$ cat config.mk
export PLATFORM = sky130hd
export DESIGN_NAME = dec_syndrome_locator_pipe
export DESIGN_NICKNAME = d
export VERILOG_FILES = /design/src/rtl/dec_syndrome_locator_pipe.sv
export SDC_FILE = /design/constraint.sdc
export NUM_CORES = 1
export LEC_CHECK = 0
export BUFFER_PORTS_ARGS = -buffer_cell sky130_fd_sc_hd__buf_2
export CAP_MARGIN = 15
export CORE_AREA = 2 2 84 86
export DETAILED_ROUTE_END_ITERATION = 7
export DIE_AREA = 0 0 86 88
export PLACE_DENSITY = 0.78
export SKIP_CTS_REPAIR_TIMING = 1
export SLEW_MARGIN = 20
export SYNTH_ARGS = -nofsm -noshare
export SYNTH_HDL_FRONTEND = slang
export SYNTH_SLANG_ARGS = --single-unit
$ cat constraint.sdc
create_clock -name clk -period 2.75 [get_ports clk]
set_input_delay 0.55 -clock clk [delete_from_list [all_inputs] [get_ports clk]]
set_output_delay 0.55 -clock clk [all_outputs]
set_load 0.01 [all_outputs]
$ cat src/rtl/dec_syndrome_locator_pipe.sv
// Two-stage SECDED syndrome classifier and column locator with saturating
// single/double error statistics, placed between syndrome generation and bit correction.
module dec_syndrome_locator_pipe #(
    parameter int MAX_K = 5,
    parameter int SYN_W = MAX_K + 1,
    parameter int CNT_W = 16
) (
    input  logic             clk,
    input  logic             rst,
    input  logic             in_valid,
    output logic             in_ready,
    input  logic [SYN_W-1:0] in_syn,
    input  logic [1:0]       in_mode,
    output logic             out_valid,
    input  logic             out_ready,
    output logic [1:0]       out_status,
    output logic [MAX_K-1:0] out_col,
    output logic [CNT_W-1:0] cnt_single,
    output logic [CNT_W-1:0] cnt_double,
    input  logic             cnt_clr
);

    localparam logic [1:0] ST_NONE    = 2'b00;
    localparam logic [1:0] ST_SINGLE  = 2'b01;
    localparam logic [1:0] ST_DOUBLE  = 2'b10;
    localparam logic [1:0] ST_INVALID = 2'b11;

    logic             a_valid_q, a_valid_d;
    logic [SYN_W-1:0] a_syn_q, a_syn_d;
    logic [1:0]       a_mode_q, a_mode_d;
    logic             b_valid_q, b_valid_d;
    logic [1:0]       b_status_q, b_status_d;
    logic [MAX_K-1:0] b_col_q, b_col_d;
    logic [CNT_W-1:0] cnt_single_q, cnt_single_d;
    logic [CNT_W-1:0] cnt_double_q, cnt_double_d;

    logic [31:0]      k_s;
    logic [31:0]      msb_s;
    logic [SYN_W-1:0] h_s;
    logic             p_s;
    logic             hi_s;
    logic             pow2_s;
    logic [MAX_K-1:0] col_full_s;
    logic [1:0]       status_s;
    logic [MAX_K-1:0] col_s;
    logic             in_fire_s;
    logic             b_adv_s;
    logic             out_fire_s;

    // Stage A may only refuse when both slots are full and the result is stuck.
    assign in_ready   = !(a_valid_q && b_valid_q && !out_ready);
    assign in_fire_s  = in_valid && in_ready;
    assign b_adv_s    = !b_valid_q || out_ready;
    assign out_fire_s = b_valid_q && out_ready;

    assign out_valid  = b_valid_q;
    assign out_status = b_status_q;
    assign out_col    = b_col_q;
    assign cnt_single = cnt_single_q;
    assign cnt_double = cnt_double_q;

    // Split the stage-A syndrome into Hamming part, parity bit and high bits for its mode.
    always_comb begin
        k_s = 32'd5;
        case (a_mode_q)
            2'b00:   k_s = 32'd3;
            2'b01:   k_s = 32'd4;
            default: k_s = 32'd5;
        endcase
        k_s  = (k_s > 32'(MAX_K)) ? 32'(MAX_K) : k_s;
        h_s  = '0;
        p_s  = 1'b0;
        hi_s = 1'b0;
        for (int b = 0; b < SYN_W; b++) begin
            if ($unsigned(b) < k_s) begin
                h_s[b] = a_syn_q[b];
            end else if ($unsigned(b) == k_s) begin
                p_s = a_syn_q[b];
            end else begin
                hi_s = hi_s | a_syn_q[b];
            end
        end
    end

    // Classify and locate; non-power-of-two H ranks after the K+1 data-free columns,
    // and the count of powers of two below H is msb+1, giving col = K + H - msb - 1.
    always_comb begin
        msb_s = 32'd0;
        for (int i = 0; i < SYN_W; i++) begin
            if (h_s[i]) begin
                msb_s = 32'(i);
            end else begin
                msb_s = msb_s;
            end
        end
        pow2_s = ((h_s & (h_s - SYN_W'(1))) == '0);
        if (h_s == '0) begin
            col_full_s = MAX_K'(k_s);
        end else if (pow2_s) begin
            col_full_s = MAX_K'(msb_s);
        end else begin
            col_full_s = MAX_K'(k_s + 32'(h_s) - msb_s - 32'd1);
        end

        status_s = ST_NONE;
        col_s    = '0;
        if (a_syn_q == '0) begin
            status_s = ST_NONE;
        end else if (hi_s) begin
            status_s = ST_INVALID;
        end else if (!p_s) begin
            status_s = ST_DOUBLE;
        end else begin
            status_s = ST_SINGLE;
            col_s    = col_full_s;
        end
    end

    // Next-state for both pipeline stages and the statistics counters.
    always_comb begin
        a_valid_d  = a_valid_q;
        a_syn_d    = a_syn_q;
        a_mode_d   = a_mode_q;
        b_valid_d  = b_valid_q;
        b_status_d = b_status_q;
        b_col_d    = b_col_q;

        if (in_fire_s) begin
            a_valid_d = 1'b1;
            a_syn_d   = in_syn;
            a_mode_d  = in_mode;
        end else if (b_adv_s) begin
            a_valid_d = 1'b0;
        end else begin
            a_valid_d = a_valid_q;
        end

        if (b_adv_s) begin
            b_valid_d  = a_valid_q;
            b_status_d = a_valid_q ? status_s : ST_NONE;
            b_col_d    = a_valid_q ? col_s : '0;
        end else begin
            b_valid_d = b_valid_q;
        end

        cnt_single_d = cnt_single_q;
        cnt_double_d = cnt_double_q;
        if (cnt_clr) begin
            cnt_single_d = '0;
            cnt_double_d = '0;
        end else if (out_fire_s) begin
            if ((b_status_q == ST_SINGLE) && (cnt_single_q != '1)) begin
                cnt_single_d = cnt_single_q + CNT_W'(1);
            end else if (b_status_q[1] && (cnt_double_q != '1)) begin
                cnt_double_d = cnt_double_q + CNT_W'(1);
            end else begin
                cnt_single_d = cnt_single_q;
            end
        end else begin
            cnt_single_d = cnt_single_q;
        end
    end

    // State registers; reset discards anything in flight.
    always_ff @(posedge clk or negedge rst) begin
        if (!rst) begin
            a_valid_q    <= 1'b0;
            a_syn_q      <= '0;
            a_mode_q     <= 2'b00;
            b_valid_q    <= 1'b0;
            b_status_q   <= ST_NONE;
            b_col_q      <= '0;
            cnt_single_q <= '0;
            cnt_double_q <= '0;
        end else begin
            a_valid_q    <= a_valid_d;
            a_syn_q      <= a_syn_d;
            a_mode_q     <= a_mode_d;
            b_valid_q    <= b_valid_d;
            b_status_q   <= b_status_d;
            b_col_q      <= b_col_d;
            cnt_single_q <= cnt_single_d;
            cnt_double_q <= cnt_double_d;
        end
    end

endmodule

==> insert_results.sql <==
INSERT INTO impl_metrics (metric_group, metric, value, unit) VALUES
('clocking', 'cts_sinks', '49', ''),
('clocking', 'worst_skew_pair.late_latency', '0.31', 'ns'),
('sta', 'fin_ws', '0.09613', 'ns'),
('sta', 'timing.final.setup_violations', '0', ''),
('sta', 'tightest_slew', '0.6605', 'ns'),
('detailed_routing', 'routedWlPerCell', '15.21', 'um'),
('hold_path', 'holdCritPathClass', 'input port to async pin', ''),
('final_layout', 'antenna_cells_inserted', '0', ''),
('final_layout', 'finalNonFillerCells', '435', ''),
('clocking', 'cts_tree', 'done', ''),
('clocking', 'cts-root-buf', 'sky130_fd_sc_hd__clkbuf_8', ''),
('floorplanning', 'top_level_ports', '54', ''),
('final_layout', 'finish.net_count', '377', ''),
('power_and_ir_drop', 'leakage', '1.543', 'nW'),
('critical_path', 'timing.setup.critical_path_class', 'flip-flop to flip-flop', ''),
('synth', 'ys_async_sr_fraction', '100.0', '%'),
('detailed_routing', 'routed_via_density', '5.940', ''),
('sta', 'min_period', '2.654', 'ns'),
('sta', 'timing.slew.headroom', '55.97', '%'),
('global_route', 'grt.total_usage', '17.92', '%'),
('detailed_routing', 'detail_route.drc_violations', '0', ''),
('floorplanning', 'num_rows', '30', ''),
('synth', 'mappedNetlistNets', '331', ''),
('synth', 'post-synth-top-area-fraction', '41.56', '%'),
('floorplanning', 'fp.coreArea', '0.006644', 'mm2'),
('floorplanning', 'fp.dieArea', '0.007568', 'mm2'),
('synth', 'top_cell_type_by_total_area_after_synthesis', 'sky130_fd_sc_hd__dfrtp_1', ''),
('critical_path', 'worstPathRequired', '2.93', 'ns'),
('detailed_routing', 'final_antenna_net_count', '0', ''),
('critical_path', 'end_kind', 'flip-flop', ''),
('synth', 'mappedNetlistArea', '0.002950', 'mm2'),
('clocking', 'cts_buffers', '5', ''),
('synth', 'ff_latch_count_synth', '49', ''),
('synth', 'synth_most_common_cell', 'sky130_fd_sc_hd__dfrtp_1', ''),
('sta', 'max_clock_freq', '376.8', 'MHz'),
('final_layout', 'post_route_cells_drive_above_1_share', '25.63', '%'),
('final_layout', 'final_area', '0.003373', 'mm2'),
('detailed_routing', 'wl', '6.615', 'mm'),
('critical_path', 'crit-reg2reg-launch', 'a_mode_q[0]', ''),
('global_route', 'first_global_vias', '2348', ''),
('synth', 'synthesis.yosys.warnings', '0', ''),
('global_route', 'grt_remaining_overflow', '0', ''),
('run_status', 'status', 'completed', ''),
('job', 'cap_violations', '0', ''),
('critical_path', 'setup_crit_start_kind', 'flip-flop', ''),
('global_route', 'grt_antenna_before_repair', '0', ''),
('synth', 'yosysUniqueCellTypes', '57', ''),
('clocking', 'clock_pin_slew_reported_for_the_worst_setup_and_hold_paths_after_clock_tree_synthesis', '0.10', 'ns'),
('critical_path', 'worstPathMaxFanout', '7', ''),
('synth', 'ys_top_cells_by_count', 'sky130_fd_sc_hd__dfrtp_1, sky130_fd_sc_hd__a21oi_1, sky130_fd_sc_hd__nand2_1', ''),
('floorplanning', 'width_of_the_die', '86', 'um'),
('placed_design', 'placed_area', '0.003257', 'mm2'),
('synth', 'synth_ff_type', 'sky130_fd_sc_hd__dfrtp_1', ''),
('detailed_routing', 'drtIter0Drc', '137', ''),
('critical_path', 'r2r_setup_slack', '0.1', 'ns'),
('floorplanning', 'floorplan.initialDensity', '44.41', '%'),
('global_route', 'grt_start_max_net_pins', '50', ''),
('sta', 'final_max_slew_viol_count', '0', ''),
('sta', 'grt_setup_unrepaired', 'no', ''),
('synth', 'synth-seq-area-share', '41.56', '%'),
('critical_path', 'setup.worst_path.start', 'a_mode_q[0]', ''),
('critical_path', 'worst_ep_arrival_time', '2.83', 'ns'),
('placed_design', 'placed_cells', '427', ''),
('synth', 'post_synth.cell_area_avg', '9.579', 'um2'),
('sta', 'final_min_period_over_clock_period', '96.50', '%'),
('detailed_routing', 'dr_total_vias', '2584', ''),
('sta', 'timing.hold.ws', '0.3439', 'ns'),
('synth', 'synth_edf_count', '0', ''),
('sta', 'report.final.hold_viol_count', '0', ''),
('synth', 'yosys-top-cells-area', 'sky130_fd_sc_hd__dfrtp_1, sky130_fd_sc_hd__mux2_2, sky130_fd_sc_hd__a21oi_1', ''),
('clocking', 'htree_depth', '2', '');
## layout make-up
type	count	area (um2)	share of cell area (%)
Inverter	14	52.55	1.558
Clock inverter	3	46.29	1.372
Tap cell	80	100.1	2.967
Timing Repair Buffer	57	295.3	8.754
Sequential cell	49	1227	36.39
Multi-Input combinational cell	227	1583	46.92
Clock buffer	5	68.82	2.040
## metal layers
metal  up-vias  GRT usage (%)  part of all wire, %
met3         8          2.733                  4.6
met5         -              0                    0
li1       1255              -                    -
met1      1245          23.89                   45
met4         0          6.638                 0.98
met2        76          29.67                   49
## path summary, 6_finish.rpt
kind,endpoint,cells past startpoint
worst min register to register,out_col[1],1
worst min-delay path,cnt_double[2],2
max in group asynchronous,a_mode_q[0],2
min in group clk,a_valid_q,2
worst max-delay path,out_col[2],10
worst max register to register,out_col[2],10
## placed cells by master (no fill, tap or decap), types with 3 or more instances in the layout
cell type,instances
sky130_fd_sc_hd__a21oi_1,29
sky130_fd_sc_hd__a32o_1,4
sky130_fd_sc_hd__and2_1,3
sky130_fd_sc_hd__and3_1,5
sky130_fd_sc_hd__and4_1,6
sky130_fd_sc_hd__buf_2,53
sky130_fd_sc_hd__buf_4,4
sky130_fd_sc_hd__clkbuf_8,5
sky130_fd_sc_hd__dfrtp_1,48
sky130_fd_sc_hd__fa_1,3
sky130_fd_sc_hd__ha_1,7
sky130_fd_sc_hd__inv_1,13
sky130_fd_sc_hd__mux2_2,15
sky130_fd_sc_hd__nand2_1,21
sky130_fd_sc_hd__nand2b_1,5
sky130_fd_sc_hd__nand3_1,13
sky130_fd_sc_hd__nand4_1,8
sky130_fd_sc_hd__nor2_1,16
sky130_fd_sc_hd__nor2b_1,7
sky130_fd_sc_hd__nor4_1,4
sky130_fd_sc_hd__o21ai_0,7
sky130_fd_sc_hd__o31ai_1,13
sky130_fd_sc_hd__or3_1,4
sky130_fd_sc_hd__or4_1,13
sky130_fd_sc_hd__xor2_1,3
## logic make-up after synthesis
family                   Yosys count  share of synthesized area (%)
AND/OR/NAND/NOR                  120                          24.05
AO/OA/AOI/OAI                     78                          17.64
flip-flops                        49                          41.56
buffers and inverters             32                          4.792
multiplexers                      16                          6.064
adder cells (fa/ha/maj)           10                          5.004
XOR/XNOR                           3                         0.8907
## per-stage QoR
stage	power (mW)	util, %
6_report	1.793	50.77
5_1_grt	1.901	50.77
4_1_cts	1.815	50.75
3_5_place_dp	1.280	49.02
3_3_place_gp	1.265	49.02
2_1_floorplan	1.145	-
## critical path: stages (launching register included)
cell and delay, ns:
sky130_fd_sc_hd__dfrtp_2 0.45, sky130_fd_sc_hd__o21a_1 0.21, sky130_fd_sc_hd__nor2_1 0.17, sky130_fd_sc_hd__nor2_1 0.08, sky130_fd_sc_hd__fa_1 0.51, sky130_fd_sc_hd__inv_1 0.04, sky130_fd_sc_hd__ha_1 0.21, sky130_fd_sc_hd__fa_1 0.46
sky130_fd_sc_hd__a22o_1 0.22, sky130_fd_sc_hd__nand4_1 0.08, sky130_fd_sc_hd__o211ai_1 0.10
## registers in the layout (all words and copies together) (netlist names)
name	count
cnt_double	16
cnt_single	16
a_syn_q	6
out_col	5
a_mode_q	2
out_status	2
a_valid_q	1
out_valid	1
## where the power goes
| group | total [mW] | internal [mW] | leakage, nW | switching [mW] |
|---|---|---|---|---|
| Clock | 0.527 | 0.273 | 0.0543 | 0.255 |
| Sequential | 0.820 | 0.769 | 0.653 | 0.0514 |
| Combinational | 0.445 | 0.201 | 0.835 | 0.244 |
| Total | 1.79 | 1.24 | 1.54 | 0.550 |
(Power assumes the default switching activity.)
